===== config.mk =====
export PLATFORM = sky130hd
export DESIGN_NAME = uart_resend_scheduler
export DESIGN_NICKNAME = d
export VERILOG_FILES = /design/src/rtl/uart_resend_scheduler.sv
export SDC_FILE = /design/constraint.sdc
export NUM_CORES = 1
export LEC_CHECK = 0
export BUFFER_PORTS_ARGS = -buffer_cell sky130_fd_sc_hd__buf_2
export CORE_MARGIN = 4
export CORE_UTILIZATION = 35
export CTS_CLUSTER_DIAMETER = 40
export CTS_CLUSTER_SIZE = 8
export DETAILED_ROUTE_END_ITERATION = 6
export PLACE_DENSITY = 0.65
export SLEW_MARGIN = 25
export SYNTH_ARGS = -nofsm -noshare
export SYNTH_HDL_FRONTEND = slang
export SYNTH_SLANG_ARGS = --single-unit
export TNS_END_PERCENT = 50

===== constraint.sdc =====
create_clock -name clk -period 2.13 [get_ports clk]
set_input_delay 0.426 -clock clk [delete_from_list [all_inputs] [get_ports clk]]
set_output_delay 0.426 -clock clk [all_outputs]
set_load 0.02 [all_outputs]

===== src/rtl/uart_resend_scheduler.sv =====
// Frame reception sequencer for a UART link: per-attempt timeout, bounded
// resend requests, and a sticky hard error once the retry budget is spent.
module uart_resend_scheduler #(
  parameter int TIMEOUT   = 8,
  parameter int MAX_RETRY = 3,
  parameter int CNT_W     = 5
) (
  input  logic             clk,
  input  logic             reset,
  input  logic             start,
  input  logic             frame_valid,
  input  logic             parity_error,
  input  logic             ack,
  output logic             busy,
  output logic             frame_ok,
  output logic             request_resend,
  output logic             error,
  output logic [CNT_W-1:0] resend_count
);

  localparam int TMR_W = $clog2(TIMEOUT + 1);
  localparam logic [TMR_W-1:0] TMR_LOAD = TMR_W'(TIMEOUT);
  localparam logic [TMR_W-1:0] TMR_LAST = TMR_W'(1);
  localparam logic [CNT_W-1:0] CNT_MAX  = CNT_W'(MAX_RETRY);

  typedef enum logic [2:0] {
    S_IDLE,
    S_WAIT,
    S_RESEND,
    S_DELIVER,
    S_FAIL
  } state_t;

  state_t           state, state_nxt;
  logic [TMR_W-1:0] timer, timer_nxt;
  logic [CNT_W-1:0] cnt, cnt_nxt;
  logic             bad_attempt;

  always_comb begin
    // NOTE: every signal gets a default before the case so no latch is inferred.
    state_nxt   = state;
    timer_nxt   = timer;
    cnt_nxt     = cnt;
    bad_attempt = 1'b0;

    unique case (state)
      S_IDLE: begin
        if (start) begin
          state_nxt = S_WAIT;
          timer_nxt = TMR_LOAD;
          cnt_nxt   = '0;
        end
      end

      S_WAIT: begin
        timer_nxt = timer - 1'b1;
        // A good frame wins even on the cycle the timer expires.
        if (frame_valid && !parity_error) begin
          state_nxt = S_DELIVER;
        end else if (frame_valid || (timer == TMR_LAST)) begin
          bad_attempt = 1'b1;
          state_nxt   = (cnt == CNT_MAX) ? S_FAIL : S_RESEND;
        end
      end

      S_RESEND: begin
        state_nxt = S_WAIT;
        timer_nxt = TMR_LOAD;
        cnt_nxt   = cnt + 1'b1;
      end

      S_DELIVER: begin
        if (ack) state_nxt = S_IDLE;
      end

      S_FAIL: begin
        if (start) begin
          state_nxt = S_WAIT;
          timer_nxt = TMR_LOAD;
          cnt_nxt   = '0;
        end
      end

      default: state_nxt = S_IDLE;
    endcase
  end

  // Outputs are flops loaded from the next-state decode, so each one equals a
  // decode of the current state without any combinational path to the pins.
  always_ff @(posedge clk) begin
    // NOTE: sequential state uses non-blocking assignments only.
    if (reset) begin
      state          <= S_IDLE;
      timer          <= '0;
      cnt            <= '0;
      busy           <= 1'b0;
      frame_ok       <= 1'b0;
      request_resend <= 1'b0;
      error          <= 1'b0;
    end else begin
      state          <= state_nxt;
      timer          <= timer_nxt;
      cnt            <= cnt_nxt;
      busy           <= (state_nxt != S_IDLE) && (state_nxt != S_FAIL);
      frame_ok       <= (state_nxt == S_DELIVER);
      request_resend <= (state_nxt == S_RESEND);
      error          <= (state_nxt == S_FAIL);
    end
  end

  assign resend_count = cnt;

endmodule


After elaboration in Yosys (flattened, before gate mapping)
Index checks and enable logic that the tools add are counted.
Word-level totals
  logic and storage cells: 41
  output and inout port bits: 9
  flip-flop bits (word level): 16
Cells by class
  reduce and logical (&&, ||, !) cells: 11
  multiplexer cells: 10
  equality and inequality tests: 11
  add/sub/neg operators: 2
Operator list (number)
  3-bit 2-to-1 mux: 5
  3-bit by 2-bit == test with 1-bit output (second input constant): 4
  3-bit case mux with 4 select lines: 1
  4-bit case mux with 3 select lines: 1
  5-bit case mux with 2 select lines: 1
  3-bit == test (second input constant): 2
  3-bit nonzero test: 2
  5-bit by 1-bit adder with 5-bit output (second input constant): 1
  5-bit by 2-bit == test with 1-bit output (second input constant): 1
  5-bit 2-to-1 mux: 1
  4-bit by 1-bit == test with 1-bit output (second input constant): 1
  4-bit 2-to-1 mux: 1
  2-bit AND reduction: 2
  4-bit by 1-bit subtractor with 4-bit output (second input constant): 1
  3-bit by 1-bit == test with 1-bit output (second input constant): 1
  3-bit logical NOT: 1
  3-bit inequality test (second input constant): 1
  1-bit logical AND: 2
  2-bit by 1-bit inequality test with 1-bit output (second input constant): 1
  2-bit nonzero test: 1
  2-bit OR reduction: 1
  1-bit logical NOT: 1
  1-bit logical OR: 1

Logic depth before layout (Yosys ltp)
Gate-level depths: netlist of the first run.
  depth in word-level cells: 7
  depth in mapped cells: 6
  gate-level depth less buffers: 6

Worst setup path after synthesis of the first run
No wires, ideal clock.
  path type: register to register
  from: register cnt[0] (netlist: resend_count[0])
  to: register cnt[4] (netlist: resend_count[4])
  library setup time: 131 ps
  arrival time: 1282 ps
  required time: 1999 ps
  path slack: 717 ps
  buffers on the path: 0
  cell stages (with the launch flop): 6
  cells stage by stage: dfxtp_1 > ha_1 > nand2_1 > a2111oi_4 > xnor2_1 > nor2_1
Between the ends
  cells in the longest elaborated chain, start to end: 2
Ends and longest elaborated chain
  start: declaration: line 36  | logic [CNT_W-1:0] cnt, cnt_nxt;
  start signal: assignment: line 103  | cnt <= cnt_nxt;
  5-bit by 1-bit adder with 5-bit output: line 69  | cnt_nxt = cnt + 1'b1;
  5-bit case mux with 2 select lines: line 46  | unique case (state)
No other way between the ends.
A chain may end at the register's enable or synchronous reset.

Final worst setup path of the first run
  from: register state[0]
  to: register frame_ok
Between the ends
  cells in the longest elaborated chain, start to end: 4
Ends and longest elaborated chain
  start: declaration: line 34  | state_t state, state_nxt;
  start signal: assignment: line 101  | state <= state_nxt;
  3-bit == test, or another cell as far along: line 46
  2-bit OR reduction (no source line) or 3-bit 2-to-1 mux (tied branches)
  3-bit case mux with 4 select lines *: line 46
  3-bit by 2-bit == test with 1-bit output *: line 105  | frame_ok <= (state_nxt == S_DELIVER);
  end signal: assignment: line 105
  end: declaration: line 15  | output logic frame_ok,
Every way passes the cells marked *; elsewhere a longest branch is shown, timed or not.

==> impl_metrics.json, run 1 <==
{
  "clkTransAtPathRegs_ps": 90,
  "syn_area_um2": 837,
  "drt-initial-drc-count": 26,
  "finalCritPeriodShare": 0.777,
  "synth_area_leaders": "dfxtp_1 (38%), a2111oi_4 (6.6%), ha_1 (4.5%)",
  "p_leak_nw": 0.365,
  "max_slew_margin": 0.660,
  "clock-root-buffer": "clkbuf_4",
  "numCtsBuffers": 3,
  "dieArea_um2": 3240,
  "cts_sinks": 16,
  "drv_slew": 0,
  "ys_ff_latch": 16,
  "dr.pass1.iters": 4,
  "worstPathRequired_ps": 2330,
  "final_nets": 110,
  "place_ws_ps": 475,
  "synth_cells": 84,
  "min_path_type": "in -> reg",
  "status": "finished, final reports clean",
  "wl_mm": 1.68,
  "setup.worst_path.start_class": "register",
  "ys_warn_count": 0,
  "grt_pass1_vias": 640,
  "clock_latency_ps": 290,
  "core_um2": 2250,
  "antennaDiodeCount": 0,
  "vias": 659,
  "port_buffers": 14,
  "grt_max_degree": 13,
  "maxCapViolCount": 0,
  "gr-usage-all-layers": 0.114,
  "worstMarginPinSlew_ps": 509,
  "finalHoldViolCount": 0,
  "post_drt_wl_per_cell_um": 13.1,
  "vdd_ir_drop_max_mv": 0.450,
  "synth_fp_nets": 93,
  "setup_slack_ps": 474,
  "final_common_cell": "dfxtp_1",
  "synth_edf_count": 0,
  "cts.repair_timing.setup_buffer_count": 0,
  "remaining_drc_errors": 0,
  "grt_pass1_wl_mm": 2.89,
  "crit_fanout": 12,
  "fin_tns_setup_ps": 0,
  "yosys.area.top_type": "dfxtp_1",
  "die_w_um": 56.9,
  "ant_nets": 0,
  "worstSetupPathType": "reg -> reg",
  "num_rows": 17,
  "cts_hold_buf": 0,
  "ys.flop_type": "dfxtp_1",
  "finalClockSkew_ps": 12.8,
  "arrival_ps": 1850,
  "async_flop_share": 0,
  "clock.fmax_mhz": 604,
  "area_growth_pct": 15.4,
  "reg2reg_depth": 4,
  "yosysUniqueCellTypes": 33,
  "ctsResizeCount": 0,
  "grt_antenna_before_repair": 0,
  "final_cell_mix": "dfxtp_1 (16), buf_2 (14), nor2_1 (9)",
  "grt_overflow": 0,
  "vias_per_cell": 5.15,
  "setup_viol": 0,
  "dpl.hpwl_mm": 1.30,
  "drive_gt1_frac": 0.310,
  "avgSynthCellArea_um2": 9.96,
  "htree_levels": 1,
  "cts_tree": "built",
  "final_util": 0.428,
  "rsz0062_at_grt": "false",
  "yosys.area.top_type_share": 0.383,
  "gp_congestion": 0.722,
  "worstSetupEndpointType": "register",
  "start_util": 0.371,
  "period_needed_ps": 1660,
  "powerDensity_nw_per_um2": 713,
  "min_path_cells": 2,
  "clock_path_buffers": 2,
  "die_y_um": 56.9,
  "ios": 15,
  "ys_seq_area_frac": 0.383
}
-- cells by family after synthesis --
family / count (synthesis) / share of synthesized area
simple gates: 31 / 0.247
compound gates: 22 / 0.233
flops: 16 / 0.383
buf+inv: 7 / 0.0374
xor+xnor: 4 / 0.0418
fa+ha+maj: 3 / 0.0448
mux: 1 / 0.0135
-- state kept, by name, indices dropped and copies added, names as in the netlist --
signal          flops
busy                1
frame_ok            1
request_resend      1
timer               4
state               3
error               1
resend_count        5
-- layer usage --
| metal | part of all wire | global-route usage |
|---|---|---|
| met1 | 0.48 | 0.147 |
| met2 | 0.49 | 0.176 |
| met3 | 0.024 | 0.0276 |
| met4 | 0.013 | 0.0596 |
| met5 | 0 | 0 |
-- area by class of cell --
cell class	instances	area (µm²)
Tap cell	28	35.0
Multi-Input combinational cell	61	485
Inverter	5	18.8
Fill cell	241	1290
Clock buffer	4	36.3
Sequential cell	16	320
Timing Repair Buffer	14	70.1
-- path summary, 6_finish.rpt --
path                                       from         endpoint  slack (ps)
worst max-delay path                   state[0]         frame_ok         470
worst min-delay path                      reset         timer[3]         450
worst max register to register         state[0]         frame_ok         470
worst min register to register  resend_count[1]  resend_count[1]         510
-- worst max-delay path, cell delays in order (launching register included) --
cell and delay [ps]:
dfxtp_1 640, or3b_4 470, a21oi_1 160, a211oi_2 110, a211oi_1 190
-- stage by stage --
| step | std cells | cell area [µm²] | hold WS, ps | total power, mW |
|---|---|---|---|---|
| global route | 128 | 966 | 460 | 0.729 |
| CTS | 128 | 966 | 444 | 0.699 |
| global placement | 124 | 930 | 485 | 0.485 |
| floorplan | 84 | 837 | 536 | 0.459 |
| detailed placement | 124 | 930 | 499 | 0.493 |
| finish | 128 | 966 | 453 | 0.689 |
-- synth_stat cells, drive strengths merged, types with 3 or more instances --
cell type and n:
a211oi 5, a21oi 6, dfxtp 16, ha 3, inv 5, nand2 4
nand2b 4, nor2 9, nor3b 3, o21ai 4, or3b 3, xnor2 4
-- where the power goes --
part	leakage (nW)	switching (mW)	internal (mW)
sequential	0.131	0.0313	0.321
clock	0.0210	0.100	0.104
combinational	0.214	0.0707	0.0617
total	0.365	0.202	0.486
No activity file was read; power rests on OpenSTA's default activity.
==> inputs of run 2 (changes only) <==
==> constraint.sdc (replaced) <==
create_clock -name clk -period 1.6 [get_ports clk]
set_input_delay 0.32 -clock clk [delete_from_list [all_inputs] [get_ports clk]]
set_output_delay 0.32 -clock clk [all_outputs]
set_load 0.02 [all_outputs]
==> run 2 against run 1 <==
Against the previous run: global-route usage is 0.61 points higher; critical endpoint is now request_resend; count of clock-buffer cells in the layout is the same; wire length up 2.6%; hold slack got worse by 100 ps; first-iteration DRC count shrank 92%; sequential power grew 30%; clock skew is essentially flat; largest cell class unchanged; sequential share of layout area fell by 1.6 points; via count shrank 0.76%; die area unchanged; maximum frequency is 10% higher.
==> impl_metrics.json, run 2 (synthesis gave the netlist of run 1 again) <==
{
  "cts_tree": "built",
  "area_growth_pct": 21.1,
  "wl_mm": 1.73,
  "place_ws_ps": 71.1,
  "largest_reg_flops": 5,
  "gp_congestion": 0.787,
  "start_util": 0.371,
  "core_um2": 2250,
  "final_util": 0.450,
  "grt_overflow": 0,
  "period_needed_ps": 1500,
  "p_leak_nw": 0.394,
  "vdd_ir_drop_max_mv": 0.633,
  "min_path_type": "in -> reg",
  "highest_layer": "met4",
  "clock_latency_ps": 300,
  "setup.worst_path.start_class": "register",
  "final_cell_mix": "dfxtp_1 (16), buf_2 (14), nor2_1 (9)",
  "cts_sinks": 16,
  "finalHoldViolCount": 0,
  "drive_gt1_frac": 0.362,
  "stdcell_area_um2": 1010,
  "worstMarginPinSlew_ps": 331,
  "setup_slack_ps": 96.1,
  "numPlacedInstances": 129,
  "dieArea_um2": 3240,
  "critPathMaxStageDelay_ps": 360,
  "internal_power_mw": 0.661,
  "drt-initial-drc-count": 2,
  "port_buffers": 14,
  "finalCritPeriodShare": 0.940,
  "post_dp_cell_area_um2": 967,
  "die_y_um": 56.9,
  "max_slew_margin": 0.779,
  "sequentialPowerShare": 0.490,
  "wl_met2_um": 874,
  "cp_slowest_cell": "dfxtp_1",
  "remaining_drc_errors": 0,
  "grt_pass1_wl_mm": 3.02,
  "final_common_cell": "dfxtp_1",
  "clock.fmax_mhz": 665,
  "gr-usage-all-layers": 0.120,
  "grt_pass1_vias": 684,
  "ant_nets": 0,
  "htree_levels": 1,
  "worstPathRequired_ps": 1820,
  "nFillCells": 227,
  "antennaDiodeCount": 0,
  "clock-root-buffer": "clkbuf_4",
  "cts_hold_buf": 0,
  "p_sw_mw": 0.275,
  "status": "finished, final reports clean",
  "wl_met3_um": 35,
  "maxCapViolCount": 0,
  "wl_met1_um": 786,
  "ios": 15,
  "rsz0062_at_grt": "false",
  "powerDensity_nw_per_um2": 924,
  "worstSetupPathType": "reg -> reg",
  "grt_antenna_before_repair": 0,
  "clkPwrFrac": 0.294,
  "vias_per_cell": 4.92,
  "worstSetupEndpointType": "register",
  "swShare": 0.294,
  "numCtsBuffers": 3,
  "dr.pass1.iters": 3,
  "finalNonFillerCells": 133,
  "finalClockSkew_ps": 12.5,
  "drv_slew": 0,
  "vias": 654,
  "arrival_ps": 1720,
  "grt_max_degree": 12,
  "path_cells": "inv_1 -> ha_1 -> nor3b_2 -> nand2b_1 -> a211oi_2 -> nor3b_1",
  "clock_path_buffers": 2,
  "die_w_um": 56.9,
  "post_drt_wl_per_cell_um": 13.0,
  "fin_tns_setup_ps": 0,
  "num_rows": 17,
  "clkTransAtPathRegs_ps": 100,
  "setup_viol": 0,
  "dpl.hpwl_mm": 1.33,
  "crit_fanout": 4,
  "final_nets": 115,
  "pwr-share-comb": 0.216
}
-- run 2: changes by cell type in the layout (fill, tap and decap cells not counted) --
cell / before / now
nor3b_1: 3 / 2
a211oi_1: 4 / 3
buf_4: 0 / 5
nor3b_2: 0 / 1
a211oi_2: 1 / 2
-- run 2: final timing paths --
path	start	endpoint	slack [ps]	depth (start not counted)
hold / removal	reset	state[0]	350	2
setup reg to reg	timer[1]	request_resend	100	6
setup / recovery	timer[1]	request_resend	100	6
hold reg to reg	resend_count[1]	resend_count[1]	520	2
-- run 2: layout make-up --
type,instances,area [µm²],share of cell area
multi-input combinational,61,495,0.489
sequential,16,320,0.316
timing repair buffer,19,108,0.106
clock buffer,4,36.3,0.0358
tap,28,35.0,0.0346
inverter,5,18.8,0.0185
-- run 2: critical path: cells and delay by family, from the launching register on --
kind,cells,cell delay [ps]
AOI/OAI and AO/OA,1,350
buffers and inverters,1,90
and+or+nand+nor,3,480
adders and majority gates,1,140
DFF,1,360
-- run 2: what timing repair did --
item	4_1_cts	5_1_grt
buffers inserted	0	0
gates resized for setup	0	2
setup endpoints to repair	0	5
-- run 2: layer usage --
| layer | up-vias | GRT usage |
|---|---|---|
| li1 | 345 | - |
| met1 | 298 | 0.143 |
| met2 | 7 | 0.192 |
| met3 | 4 | 0.0345 |
| met4 | 0 | 0.0695 |
| met5 | - | 0 |
-- run 2: stage by stage --
stage	power [mW]	hold WS, ps
floorplan	0.611	530
global placement	0.664	486
detailed placement	0.667	511
CTS	0.937	347
global route	0.993	344
finish	0.937	349
-- run 2: power by group through the flow --
stage / Combinational, mW / Clock, mW / Sequential [mW]
after floorplan: 0.142 / 0 / 0.469
after CTS: 0.202 / 0.278 / 0.458
final: 0.202 / 0.276 / 0.459
after detailed placement: 0.200 / 0 / 0.468
after global placement: 0.198 / 0 / 0.466
after global routing: 0.228 / 0.301 / 0.464
==> inputs of run 3 (changes only) <==
--- a/config.mk
+++ b/config.mk
@@ -5,13 +5,14 @@
 export SDC_FILE = /design/constraint.sdc
 export NUM_CORES = 1
 export LEC_CHECK = 0
+export ABC_AREA = 1
 export BUFFER_PORTS_ARGS = -buffer_cell sky130_fd_sc_hd__buf_2
 export CORE_MARGIN = 4
 export CORE_UTILIZATION = 35
 export CTS_CLUSTER_DIAMETER = 40
 export CTS_CLUSTER_SIZE = 8
 export DETAILED_ROUTE_END_ITERATION = 6
-export PLACE_DENSITY = 0.65
+export PLACE_DENSITY = 0.66
 export SLEW_MARGIN = 25
 export SYNTH_ARGS = -nofsm -noshare
 export SYNTH_HDL_FRONTEND = slang
==> run 3 against run 2 <==
Against the previous run: total power is 7.9% lower; sequential share of layout area increased by 3.0 points; global-route usage shrank 0.96 points; hold slack got worse by 37 ps; sequential cell count stayed put; clock skew shrank 11 ps; via count rose by 10%; maximum frequency rose by 18%; critical endpoint is now busy; largest power group unchanged.
==> impl_metrics.json, run 3 <==
{
  "status": "finished, final reports clean",
  "worstSetupEndpointType": "register",
  "vias_per_cell": 4.65,
  "min_path_type": "in -> reg",
  "remaining_drc_errors": 0,
  "dpl.hpwl_mm": 1.33,
  "synthSimpleGateAreaFrac": 0.361,
  "synth_edf_count": 0,
  "cp_slowest_cell": "dfxtp_1",
  "synth_top_family_by_area": "simple AND/OR/NAND/NOR gates",
  "setup_slack_ps": 329,
  "finalCritPeriodShare": 0.794,
  "drv_slew": 0,
  "worstPathRequired_ps": 1790,
  "synth_cells": 111,
  "synth_commonest_cells": "nand2_1 (25), dfxtp_1 (16), inv_1 (16)",
  "stdcell_area_um2": 926,
  "critPathMaxStageDelay_ps": 390,
  "clock_path_buffers": 2,
  "grt_overflow": 0,
  "cts.repair_timing.setup_buffer_count": 0,
  "synthMuxAreaShare": 0,
  "regArea_um2": 320,
  "dieArea_um2": 3080,
  "gr-usage-all-layers": 0.111,
  "syn_area_um2": 790,
  "gp_congestion": 0.812,
  "multi_input_area_um2": 399,
  "avgSynthCellArea_um2": 7.11,
  "cts_sinks": 16,
  "total_power_mw": 0.863,
  "ctsResizeCount": 0,
  "setup.worst_path.start_class": "register",
  "finalClockSkew_ps": 1.77,
  "post_drt_wl_per_cell_um": 10.6,
  "clkTransAtPathRegs_ps": 90,
  "arrival_ps": 1460,
  "grt_pass1_wl_mm": 2.84,
  "worstMarginPinSlew_ps": 321,
  "start_util": 0.387,
  "largest_reg_flops": 5,
  "synth-xor-area-share": 0.0111,
  "path_cells": "ha_1 -> inv_1 -> nor2_1 -> nand3_1 -> nand3_1 -> nand2_1 -> nand2_1 -> nand2_1",
  "reg2reg_depth": 8,
  "numCtsBuffers": 3,
  "vdd_ir_drop_max_mv": 0.523,
  "cts_hold_buf": 0,
  "die_w_um": 55.5,
  "maxCapViolCount": 0,
  "nFillCells": 222,
  "clock-root-buffer": "clkbuf_4",
  "p_sw_mw": 0.247,
  "cp_num_buf_inv": 1,
  "synth-compound-area-share": 0.0856,
  "yosys.area.top_type_share": 0.406,
  "drive_gt1_frac": 0.203,
  "place_ws_ps": 341,
  "final_nets": 138,
  "wl_mm": 1.64,
  "fin_tns_setup_ps": 0,
  "synth_most_common_cell": "nand2_1",
  "synth-adder-area-share": 0.0475,
  "ys.flop_type": "dfxtp_1",
  "drt-initial-drc-count": 13,
  "cts_tree": "built",
  "yosysUniqueCellTypes": 21,
  "final_cell_mix": "nand2_1 (25), inv_1 (16), dfxtp_1 (16)",
  "min_path_cells": 2,
  "ys_warn_count": 0,
  "port_buffers": 14,
  "finalHoldViolCount": 0,
  "grt_max_degree": 10,
  "htree_levels": 1,
  "period_needed_ps": 1270,
  "ios": 15,
  "synth_fp_nets": 120,
  "grt_antenna_before_repair": 0,
  "clkPwrFrac": 0.306,
  "num_rows": 16,
  "crit_fanout": 5,
  "worstSetupPathType": "reg -> reg",
  "final_util": 0.453,
  "core_um2": 2040,
  "pwr-share-comb": 0.191,
  "p_leak_nw": 0.455,
  "crit_path_frequent_cell": "nand2_1",
  "dr.pass1.iters": 4,
  "ys_ff_latch": 16,
  "sequentialPowerShare": 0.503,
  "ys_seq_area_frac": 0.406,
  "cp.depth": 8,
  "crit_family": "simple AND/OR/NAND/NOR gates",
  "final_common_cell": "nand2_1",
  "max_slew_margin": 0.785,
  "vias": 721,
  "antennaDiodeCount": 0,
  "area_growth_pct": 17.3,
  "clock_latency_ps": 280,
  "yosys.area.top_type": "dfxtp_1",
  "setup_viol": 0,
  "synth_area_leaders": "dfxtp_1 (41%), nand2_1 (12%), inv_1 (7.6%)",
  "post_dp_cell_area_um2": 890,
  "rsz0062_at_grt": "false",
  "internal_power_mw": 0.616,
  "grt_pass1_vias": 688,
  "async_flop_share": 0,
  "powerDensity_nw_per_um2": 932,
  "ant_nets": 0,
  "clock.fmax_mhz": 787,
  "die_y_um": 55.5,
  "swShare": 0.287
}
## run 3: routing by layer
layer  part of all wire  global-route usage  vias up
met5                  0                   0        -
met4              0.012              0.0313        0
met2               0.49               0.196       15
met1               0.47               0.133      319
li1                   -                   -      385
met3              0.026              0.0233        2
## run 3: area by class of cell
type | instances | share of cell area
sequential | 16 | 0.346
inverter | 17 | 0.0716
multi-input combinational | 77 | 0.431
clock buffer | 4 | 0.0392
tap | 27 | 0.0365
timing repair buffer | 14 | 0.0757
## run 3: power by group through the flow
stage	registers, mW	logic (mW)	clock network (mW)
floorplan	0.448	0.118	0
global placement	0.443	0.159	0
detailed placement	0.443	0.165	0
CTS	0.434	0.167	0.272
global route	0.437	0.190	0.294
finish	0.434	0.165	0.264
## run 3: logic make-up after synthesis
group / after synthesis
compound gates: 13
xor+xnor: 1
fa+ha+maj: 3
buf+inv: 18
flops: 16
simple gates: 60
## run 3: worst paths after layout
path / slack (ps) / to / startpoint
worst min register to register: 500 / timer[0] / timer[0]
worst min-delay path: 310 / error / reset
worst max-delay path: 330 / busy / resend_count[0]
worst max register to register: 330 / busy / resend_count[0]
## run 3: per-stage QoR
step	std cells	hold WS [ps]
2_1_floorplan	111	458
4_1_cts	155	303
5_1_grt	155	321
3_3_place_gp	151	475
3_5_place_dp	151	483
6_report	155	312
